### config.mk
export PLATFORM = sky130hd
export DESIGN_NAME = clock_divider_bank
export DESIGN_NICKNAME = d
export VERILOG_FILES = /design/src/rtl/clkbank_pkg.sv /design/src/rtl/clkbank_channel.sv /design/src/rtl/clock_divider_bank.sv
export SDC_FILE = /design/constraint.sdc
export NUM_CORES = 1
export LEC_CHECK = 0
export CORE_MARGIN = 1.5
export CORE_UTILIZATION = 62
export DETAILED_ROUTE_END_ITERATION = 12
export PLACE_DENSITY = 0.95
export SKIP_LAST_GASP = 1
export SLEW_MARGIN = 25
export SYNTH_ARGS = -nofsm -noshare
export SYNTH_HDL_FRONTEND = slang
export SYNTH_SLANG_ARGS = --single-unit
### constraint.sdc
create_clock -name clock -period 3.3 [get_ports clock]
set_input_delay 0.33 -clock clock [delete_from_list [all_inputs] [get_ports clock]]
set_output_delay 0.33 -clock clock [all_outputs]
set_load 0.01 [all_outputs]
### src/rtl/clkbank_pkg.sv
// Shared definitions for the clock divider bank: default field width,
// the divide-field type and the divide-field -> output-period relation.
package clkbank_pkg;

    localparam int unsigned CLKBANK_CNT_W = 8;

    typedef logic [CLKBANK_CNT_W-1:0] div_field_t;

    // Output period in input-clock cycles for divide field d: 2*(d+1).
    function automatic int unsigned clk_period(input int unsigned d);
        return 2 * (d + 1);
    endfunction

endpackage

### src/rtl/clkbank_channel.sv
// One divider channel: wrap counter, raw toggle flop, shadow ratio with
// pending flag, and the end-of-period apply point.
//
// mode     | meaning
// run      | counting 0..div_q, raw toggles on each wrap
// parked   | gate low seen at a 1->0 wrap; counter and raw held at 0
//
// A new ratio only ever lands on a 1->0 wrap, on a realign, or when leaving
// park, so every half period is built from a single ratio.
module clkbank_channel
    import clkbank_pkg::*;
#(
    parameter int unsigned      CNT_W     = CLKBANK_CNT_W,
    parameter logic [CNT_W-1:0] RESET_DIV = CNT_W'(1)
) (
    input  logic             clk_i,
    input  logic             rst_ni,
    input  logic             load_i,
    input  logic             realign_i,
    input  logic             gate_en_i,
    input  logic [CNT_W-1:0] div_in_i,
    output logic             raw_o,
    output logic             pend_o,
    output logic [CNT_W-1:0] div_o
);

    logic [CNT_W-1:0] cnt_q, cnt_d;
    logic [CNT_W-1:0] div_q, div_d;
    logic [CNT_W-1:0] shadow_q, shadow_d;
    logic             raw_q, raw_d;
    logic             pend_q, pend_d;
    logic             park_q, park_d;
    logic             wrap;
    logic [CNT_W-1:0] applied;

    assign wrap    = (cnt_q == div_q);
    // Ratio that takes effect whenever an apply point is reached.
    assign applied = pend_q ? shadow_q : div_q;

    // Next-state: realign beats counting; loads always land in the shadow.
    always_comb begin
        cnt_d    = cnt_q;
        raw_d    = raw_q;
        div_d    = div_q;
        shadow_d = shadow_q;
        pend_d   = pend_q;
        park_d   = park_q;
        if (realign_i) begin
            cnt_d  = '0;
            raw_d  = 1'b0;
            pend_d = 1'b0;
            park_d = park_q & ~gate_en_i;
            if (load_i) begin
                shadow_d = div_in_i;
                div_d    = div_in_i;
            end else begin
                div_d = applied;
            end
        end else begin
            if (park_q) begin
                cnt_d = '0;
                raw_d = 1'b0;
                if (gate_en_i) begin
                    park_d = 1'b0;
                    div_d  = applied;
                    pend_d = 1'b0;
                end
            end else if (wrap) begin
                cnt_d = '0;
                raw_d = ~raw_q;
                if (raw_q) begin
                    // End of a full period: the only safe place to switch ratio.
                    div_d  = applied;
                    pend_d = 1'b0;
                    park_d = ~gate_en_i;
                end
            end else begin
                cnt_d = cnt_q + CNT_W'(1);
            end
            // Compared with the ratio in effect after this edge, so a load
            // on an apply cycle queues behind the shadow being applied.
            if (load_i) begin
                shadow_d = div_in_i;
                pend_d   = (div_in_i != div_d);
            end
        end
    end

    // Channel state registers with asynchronous active-low reset.
    always_ff @(posedge clk_i or negedge rst_ni) begin
        if (!rst_ni) begin
            cnt_q    <= '0;
            raw_q    <= 1'b0;
            div_q    <= RESET_DIV;
            shadow_q <= RESET_DIV;
            pend_q   <= 1'b0;
            park_q   <= 1'b0;
        end else begin
            cnt_q    <= cnt_d;
            raw_q    <= raw_d;
            div_q    <= div_d;
            shadow_q <= shadow_d;
            pend_q   <= pend_d;
            park_q   <= park_d;
        end
    end

    assign raw_o  = raw_q;
    assign pend_o = pend_q;
    assign div_o  = div_q;

endmodule

### src/rtl/clock_divider_bank.sv
// Multi-channel clock divider bank. Fans load/realign out to NUM_CH
// channels and applies the static output inversion to the registered
// raw outputs. Optional per-channel parking is enabled by defining
// CLKBANK_GATE_EN, which adds the gate_en port; without it all channels
// always run.
module clock_divider_bank
    import clkbank_pkg::*;
#(
    parameter int unsigned               NUM_CH    = 4,
    parameter int unsigned               CNT_W     = CLKBANK_CNT_W,
    parameter logic [NUM_CH*CNT_W-1:0]   RESET_DIV = {NUM_CH{CNT_W'(1)}},
    parameter logic [NUM_CH-1:0]         INV_MASK  = NUM_CH'(4'b0011)
) (
    input  logic                    clock,
    input  logic                    reset,
    input  logic [NUM_CH*CNT_W-1:0] div_in,
    input  logic                    load,
    input  logic                    realign,
`ifdef CLKBANK_GATE_EN
    input  logic [NUM_CH-1:0]       gate_en,
`endif
    output logic [NUM_CH-1:0]       clk_out,
    output logic [NUM_CH-1:0]       pending,
    output logic [NUM_CH*CNT_W-1:0] div_cur
);

    logic [NUM_CH-1:0] raw;
    logic [NUM_CH-1:0] gate_run;

`ifdef CLKBANK_GATE_EN
    assign gate_run = gate_en;
`else
    assign gate_run = '1;
`endif

    for (genvar i = 0; i < NUM_CH; i++) begin : g_ch
        clkbank_channel #(
            .CNT_W     (CNT_W),
            .RESET_DIV (RESET_DIV[i*CNT_W +: CNT_W])
        ) u_ch (
            .clk_i     (clock),
            .rst_ni    (reset),
            .load_i    (load),
            .realign_i (realign),
            .gate_en_i (gate_run[i]),
            .div_in_i  (div_in[i*CNT_W +: CNT_W]),
            .raw_o     (raw[i]),
            .pend_o    (pending[i]),
            .div_o     (div_cur[i*CNT_W +: CNT_W])
        );
    end

    // Raw outputs are flop outputs; inversion is a constant mask on them.
    assign clk_out = raw ^ INV_MASK;

endmodule

Yosys cells after proc, flatten, opt, wreduce, memory -nomap -nowiden --
Cells that the tools add are included.
Storage, ports and cells: memory bits (writable) 0, logic and storage cells 109, bits of input ports 36, memory bits (read-only) 0, bits in registers 104, output and inout bits 40, memories kept 0, bits in latches 0
Operators by class: $lt $le $gt $ge 0, divide/modulo/power cells 0, bitwise gates (word level) 5, reduce and logical (&&, ||, !) cells 16, multipliers 0, shift-type cells 0, add/sub/neg operators 4, multiplexer cells 56, eq/ne operators 8
Operator list (number):
- $mux W8 | 32
- $add A8 B1 Y8 const B | 4
- $eq A8 B8 Y1 | 4
- $ne A8 B8 Y1 | 4
- $mux W1 | 24
- $reduce_bool A3 Y1 | 8
- $reduce_and A2 Y1 | 4
- $reduce_bool A2 Y1 | 4
- $not A1 Y1 | 4
- $not A2 Y2 | 1

Depth between registers and ports, before layout --
Gate-level depths: netlist of run 1.
word-level depth 7, mapped depth 8, gate-level depth less buffers 6

By module --
Synthesis of run 1 repeated with hierarchy kept, for this count alone.
Second synthesis, totals: cell total of the unflattened synthesis 785, area total of the unflattened synthesis 7153.1 um^2
By module, submodules not included:
- clkbank_channel | area an instance 1781.7 um^2, instances 4, cells an instance 195, seq. area each 678.2 um^2
- clock_divider_bank | area an instance 26.3 um^2, instances 1, cells an instance 5, seq. area each 0.0 um^2

Worst setup path after synthesis of run 1 --
No wires, ideal clock.
path type register to register, start point register g_ch[3].u_ch.div_q[0], end point register g_ch[3].u_ch.pend_q, buffers on the path 1, stages on the path, launching flop included 8, slack 1157 ps, required time 3169 ps, clock period less this slack 2143 ps, arrival time 2012 ps, library setup time 131 ps, path through dfstp_2 xor2_1 nor4_1 and2_1 buf_6 or4_1 o211a_1 or3_1
Between the ends: word-level cells in the longest chain between the ends 7, elaborated cells on any way between the ends 10, those cells by class eq/ne: 2; mux: 6; reduce/logical: 2
RTL lines:
- start, declared | RTL line clkbank_channel.sv:28 | logic [CNT_W-1:0] div_q, div_d;
- start signal, assigned | RTL line clkbank_channel.sv:101 | div_q <= div_d;
- $mux W8 | RTL line clkbank_channel.sv:38 | assign applied = pend_q ? shadow_q : div_q;
- $mux W8 | RTL line clkbank_channel.sv:71 | if (raw_q) begin
- $mux W8 | RTL line clkbank_channel.sv:68 | end else if (wrap) begin
- $mux W8 | RTL line clkbank_channel.sv:48 | if (realign_i) begin
- $ne A8 B8 Y1 | RTL line clkbank_channel.sv:84 | pend_d = (div_in_i != div_d);
- $mux W1 | RTL line clkbank_channel.sv:82 | if (load_i) begin
- $mux W1 | RTL line clkbank_channel.sv:48
- end signal, assigned | RTL line clkbank_channel.sv:103 | pend_q <= pend_d;
- end, declared | RTL line clkbank_channel.sv:31 | logic pend_q, pend_d;
Several ways; a longest one is shown, not always the timed one. The select of a mux whose other input is x is not followed. A chain may end at the register's enable or synchronous reset.

Final worst setup path of run 1 --
start point register g_ch[3].u_ch.pend_q, end point register g_ch[3].u_ch.pend_q
Between the ends: word-level cells in the longest chain between the ends 7
RTL lines (RTL line):
- $mux W8 | clkbank_channel.sv:38
- $mux W8 | clkbank_channel.sv:71
- $mux W8 | clkbank_channel.sv:68
- $mux W8 | clkbank_channel.sv:48
- $ne A8 B8 Y1 | clkbank_channel.sv:84
- $mux W1 | clkbank_channel.sv:82
- $mux W1 | clkbank_channel.sv:48
No other way between the ends. The select of a mux whose other input is x is not followed.

==> results of run 1 <==
[final cells by class]
cell class	count	area, um^2	area share
clock buffer	11	141	0.0187
inverter	53	199	0.0263
clock inverter	5	32.5	0.00431
multi-input combinational	552	3600	0.477
tap	136	170	0.0225
timing repair buffer	82	795	0.105
sequential	104	2610	0.346
[registers in the layout, indices dropped and copies added (netlist names)]
| name | flops |
|---|---|
| g_ch.u_ch.raw_o | 4 |
| g_ch.u_ch.pend_o | 4 |
| g_ch.u_ch.cnt_q | 32 |
| g_ch.u_ch.shadow_q | 32 |
| g_ch.u_ch.div_o | 32 |
[placed cells by master, fill, tap and decap left out, types with 11 or more instances in the layout]
master / netlist / layout
o21ai_0: 101 / 101
dfrtp_1: 96 / 96
nand2_1: 85 / 85
mux2i_1: 83 / 83
clkdlybuf4s50_1: 0 / 72
inv_1: 53 / 53
nor2_1: 48 / 48
xnor2_1: 44 / 44
xor2_1: 39 / 39
nand3_1: 19 / 19
nand2b_1: 13 / 13
a21oi_1: 11 / 11
[stage by stage]
stage | cells | power, mW | utilization
final | 943 | 3.21 | 0.732
after global routing | 943 | 3.36 | 0.732
after CTS | 943 | 3.20 | 0.731
after detailed placement | 927 | 2.46 | 0.714
after global placement | 927 | 2.41 | 0.714
after floorplan | 749 | 2.10 | -
[cells in the mapped netlist, types with 2 or more instances]
master	number	area [um^2]
dfstp_2	8	210
ha_1	4	50.1
dfrtp_1	96	2400
nor2_1	48	180
a2111oi_0	3	26.3
nand2_1	85	319
nand2b_1	13	81.3
xnor2_1	44	385
mux2i_1	83	831
clkbuf_1	21	78.8
or2_2	4	25.0
or4_1	4	30.0
o22ai_1	5	31.3
nand2_2	3	18.8
nor3_1	7	35.0
a41o_1	3	30.0
nand4_1	7	43.8
and3_1	9	56.3
o2bb2ai_1	3	26.3
a21oi_1	11	55.1
nor4_1	6	37.5
buf_2	7	35.0
o31ai_1	3	22.5
xor2_1	39	342
o221ai_1	2	17.5
a221oi_1	7	61.3
a31oi_1	10	62.6
o2111ai_1	7	61.3
and2_1	2	12.5
o21ai_0	101	505
nor2b_1	8	50.1
nor3_2	3	30.0
a221o_1	3	30.0
buf_4	9	67.6
nand3_1	19	95.1
inv_1	53	199
[cells by family after synthesis]
family,synth area share
AOI/OAI and AO/OA,0.145
xor gates and xnor gates,0.110
adders and majority gates,0.00756
buffers and inverters,0.0605
DFF,0.395
muxes,0.126
and+or+nand+nor,0.157
[layer usage]
| metal | routed length [um] | GRT usage | up-vias |
|---|---|---|---|
| met1 | 6950 | 0.394 | 2833 |
| met3 | 1040 | 0.0589 | 38 |
| met5 | 0 | 0 | - |
| li1 | - | - | 2697 |
| met2 | 8250 | 0.505 | 238 |
| met4 | 368 | 0.128 | 0 |
[path summary, 6_finish.rpt]
path | from | to | slack [ns]
max | g_ch[3].u_ch.pend_o$_DFFE_PN0P_ | g_ch[3].u_ch.pend_o$_DFFE_PN0P_ | 0.79
min | reset | g_ch[2].u_ch.div_o[5]$_DFF_PN0_ | -0.01
max reg2reg | g_ch[3].u_ch.pend_o$_DFFE_PN0P_ | g_ch[3].u_ch.pend_o$_DFFE_PN0P_ | 0.79
min reg2reg | g_ch[1].u_ch.shadow_q[0]$_DFFE_PN1P_ | g_ch[1].u_ch.shadow_q[0]$_DFFE_PN1P_ | 0.50
max in group asynchronous | reset | g_ch[3].u_ch.div_o[0]$_DFF_PN1_ | 2.55
min in group clock | realign | g_ch[2].u_ch.raw_o$_DFFE_PN0P_ | 0.38
[worst reg2reg max path: cells and delay by family, from the launching register on]
kind             cells  cell delay [ns]
AND/OR/NAND/NOR      2             0.87
flip-flops           1             0.74
AO/OA/AOI/OAI        4             0.78
[power by group]
part | switching [mW] | internal, mW
combinational | 0.429 | 0.423
sequential | 0.207 | 1.40
clock | 0.460 | 0.293
total | 1.10 | 2.11
==> impl_results.md, run 1 <==
- Status: finished with violations
- Failing checks: hold timing
- Clk_skew: 0.0129 ns
- Cell chain of the critical path: and2_1, o221ai_1, o221ai_1, o21ai_0, o211a_1, or3_1
- Starting DRT DRC Count: between 400 and 500
- # IOs: between 70 and 80
- CP max stage delay: around 0.74 ns
- Pre-CTS WS: 0.814 ns
- Clock-pin slew on the worst setup and hold paths: 0.10 ns
- Die X: around 110 um
- # nets final: around 840
- Core area: approximately 10000 um^2
- GPL Wtd Cong: around 0.91
- Ys async rst share: 1.00
- Arrival time worst endpoint: ~2.8 ns
- Initial antenna violation count: 0
- Port-buffer cells: 75
- Dominant synthesized flop cell: dfrtp_1
- Worst Path Max Fanout: 13
- Num CTS Buffers: 9
- Area growth syn-to-layout: 14.2%
- Total GRT Usage: 0.306
- Pin count of the biggest net entering global routing: 82
- Fmax: around 0.4 GHz
- Clk buf depth: 2
- CP delay by family, top: simple AND/OR/NAND/NOR gates
- Routed Antenna Nets: 0
- CP Launch Type: flop
- Placed cell area: 7380 um^2
- Final hold vios: 25
- DP HPWL: roughly 12000 um
- Total number of vias: roughly 5800
- Worst setup path category: flop to flop
- Avg Cell Area, Syn: a little under 9 um^2
- Max-slew violation count: 0
- Synth warn: 0
- Unrepaired setup endpoints after global routing: no
- HP Class: input port to asynchronous set/reset pin
- Cts repair resizes: 0
- EDFF count, synth: 0
- Final setup viols: 0
- Leakage: between 3 and 4 nW
- H-Tree Depth: 3
- Period utilization: 0.761
- Cell depth of the worst setup path: 6
- First-pass GRT wire length: 27800 um
- Setup TNS Final: 0 ns
- Seq/Total Area, Yosys: 0.395
- Setup WS post-layout: roughly 0.79 ns
- Die Y: 106 um
- Die area: 11300 um^2
- Peak VDD IR: slightly below 0.0003 V
- R2R depth: 6
- Most Frequent Cell on Critical Path: o221ai_1
- TritonCTS Sinks: between 100 and 150
- Wirelength per Cell: approximately 18 um
- Row count: 37
- Minimum clock period: 2.51 ns
- Initial Utilization: 0.641
- CTS Root Cell: clkbuf_8
- Global route overflow: 0
- Drt drc: 0
- Routed WL: 16600 um
- Post-synthesis register bit count: around 100
- Hold buffer count at CTS: 0
- Fin area: between 7000 and 8000 um^2
- Post-Syn Area: roughly 6600 um^2
- Min Hold Slack: -0.0103 ns
- CP max-delay cell: dfrtp_1
- Via/cell ratio: ~6.2
- TritonCTS clock tree: done
- Library cells used by synthesis: 45
- N_diodes: 0
- Pwr Density: approximately 420 nW/um^2
- Worst Tran Pin Value: roughly 0.95 ns
- Mapped Cells: approximately 750
- Post-Syn Nets: ~800
- DR pass1 iterations: 5
- CP endpoint kind: flop
- Layout fillers: ~760
- Headroom to the max-slew limit: 0.366
- Post-CTS Setup Bufs: 0
- Required @ worst endpoint: approximately 3.6 ns
- Number of global-route vias before repair: slightly below 6000
- Number of max-cap violations: 0
- Share of cells above drive strength 1: 0.0558
- Clk_lat worst skew: about 0.38 ns
- WP buf/inv: 0
(Power assumes the default switching activity.)
==> inputs of run 2 (changes only) <==
Settings changed: CORE_UTILIZATION 62 to 52, PLACE_DENSITY 0.95 to 0.86.
Clock period 3.3 ns to 2.25 ns, I/O delays scaled along.
==> run 2 against run 1 <==
Against the previous run: the flow now finishes without violations; flip-flop and latch count unchanged; die area increased by 19%; routed wire length fell by 4.9%; first-iteration DRC count down 1.1%; clock skew decreased by 0.0071 ns; setup slack got worse by 0.67 ns; count of clock-buffer cells in the layout fell by 1; global-route usage is 5.9 points lower; fmax increased by 18%; largest power group unchanged.
==> impl_results.md, run 2 (same netlist as run 1, synthesis figures left out) <==
- CTS Root Cell: clkbuf_16
- Number of max-cap violations: 0
- Die X: approximately 120 um
- Share of total power in sequential cells: 0.455
- Clk_lat worst skew: 0.36 ns
- Leakage: 3.51 nW
- Total number of vias: 5707
- Setup WS post-layout: roughly 0.12 ns
- Layout Cells excl Fill: between 1000 and 1500
- Unrepaired setup endpoints after global routing: no
- Global route overflow: 0
- Row count: 41
- Clk_skew: 0.00578 ns
- Status: completed
- Placed Cells: ~1000
- Clk buf depth: 2
- Core area: roughly 13000 um^2
- Most frequent cells in the layout: o21ai_0 (101), dfrtp_1 (96), nand2_1 (85)
- Minimum clock period: 2.13 ns
- DP HPWL: about 11000 um
- N_diodes: 0
- Initial Utilization: 0.529
- CP max stage delay: roughly 0.60 ns
- Die area: about 13000 um^2
- Worst Tran Pin Value: approximately 0.58 ns
- Routed Antenna Nets: 0
- First-pass GRT wire length: ~26000 um
- Num CTS Buffers: 9
- Routed WL: about 16000 um
- Min Hold Slack: just under 0.3 ns
- DR pass1 iterations: 6
- Most common cell after layout, fill and taps aside: o21ai_0
- Headroom to the max-slew limit: 0.615
- Die Y: 116 um
- Pwr Density: 640 nW/um^2
- Setup TNS Final: 0 ns
- Cell chain of the critical path: xor2_1, nor4_1, and2_1, or4_1, o211a_1, or3_1
- Logic gate share of total power: 0.257
- Clock-pin slew on the worst setup and hold paths: approximately 0.070 ns
- Peak VDD IR: approximately 0.00038 V
- WP buf/inv: 0
- Final hold vios: 0
- Arrival time worst endpoint: between 2 and 2.5 ns
- HP Class: input port to flop
- Final setup viols: 0
- Drt drc: 0
- Share of cells above drive strength 1: 0.0895
- CP Launch Type: flop
- Post-layout util: 0.635
- Area growth syn-to-layout: 20.2%
- Total GRT Usage: 0.247
- TritonCTS Sinks: between 100 and 150
- Wirelength per Cell: approximately 16 um
- Via/cell ratio: ~5.7
- Pint: approximately 3.5 mW
- # nets final: a little under 900
- Worst Path Max Fanout: 7
- Pin count of the biggest net entering global routing: 74
- H-Tree Depth: 3
- GPL Wtd Cong: 0.913
- Switching Share: 0.321
- Clock power share: 0.288
- Initial antenna violation count: 0
- CP delay by family, top: simple AND/OR/NAND/NOR gates
- TritonCTS clock tree: done
- Starting DRT DRC Count: 471
- Number of global-route vias before repair: between 5000 and 6000
- Required @ worst endpoint: 2.48 ns
- Pre-CTS WS: -0.0320 ns
- NetSw: 1.63 mW
- Port-buffer cells: 75
- Max-slew violation count: 0
- # IOs: 76
- CP max-delay cell: dfstp_2
- Fmax: between 0.4 and 0.5 GHz
- CP endpoint kind: flop
- Period utilization: 0.948
- Worst setup path category: flop to flop
==> run 2: worst reg2reg max path: stages (launching register included) <==
cell,delay (ns)
dfstp_2,0.60
xor2_1,0.15
nor4_1,0.07
and2_1,0.18
or4_1,0.52
o211a_1,0.14
or3_1,0.35
==> run 2: worst paths after layout <==
path / from / to / slack [ns] / cells past startpoint
worst min register to register: g_ch[2].u_ch.shadow_q[0]$_DFFE_PN1P_ / g_ch[2].u_ch.shadow_q[0]$_DFFE_PN1P_ / 0.50 / 2
worst min-delay path: load / g_ch[0].u_ch.shadow_q[0]$_DFFE_PN1P_ / 0.30 / 3
worst max-delay path: g_ch[3].u_ch.div_o[0]$_DFF_PN1_ / g_ch[3].u_ch.pend_o$_DFFE_PN0P_ / 0.12 / 6
worst max register to register: g_ch[3].u_ch.div_o[0]$_DFF_PN1_ / g_ch[3].u_ch.pend_o$_DFFE_PN0P_ / 0.12 / 6
max in group asynchronous: reset / g_ch[0].u_ch.div_o[0]$_DFF_PN1_ / 1.16 / 3
min in group asynchronous: reset / g_ch[2].u_ch.div_o[1]$_DFF_PN0_ / 0.36 / 2
==> run 2: area by class of cell <==
class	count	area, um^2
sequential	104	2610
inverter	53	199
fill	1052	4570
timing repair buffer	113	1050
tap	172	215
clock buffer	10	229
multi-input combinational	552	3610
clock inverter	6	36.3
==> run 2: power groups by stage <==
stage,clock [mW],combinational [mW],sequential [mW]
floorplan,0,0.771,2.32
global placement,0,1.27,2.33
detailed placement,0,1.30,2.34
CTS,1.48,1.31,2.31
global route,1.57,1.46,2.34
finish,1.47,1.31,2.32
==> run 2: metal layers <==
metal,up-vias,share of wire,global-route usage,wire (um)
met1,2740,0.45,0.327,7160
met2,179,0.47,0.404,7420
li1,2754,-,-,-
met5,-,0,0,0
met3,34,0.052,0.0377,828
met4,0,0.025,0.106,390
==> run 2: timing repair <==
item / 4_1_cts / 5_1_grt
resized for setup: 0 / 1
buffers inserted: 0 / 0
endpoints found under the hold margin: 31 / 0
endpoints found under the setup margin: 0 / 1
hold buffers: 1 / 0
==> run 2: metrics by stage <==
| stage | power [mW] | instance area [um^2] |
|---|---|---|
| after floorplan | 3.09 | 6620 |
| after CTS | 5.10 | 7950 |
| after global routing | 5.37 | 7950 |
| after detailed placement | 3.64 | 7670 |
| final | 5.09 | 7950 |
| after global placement | 3.60 | 7670 |
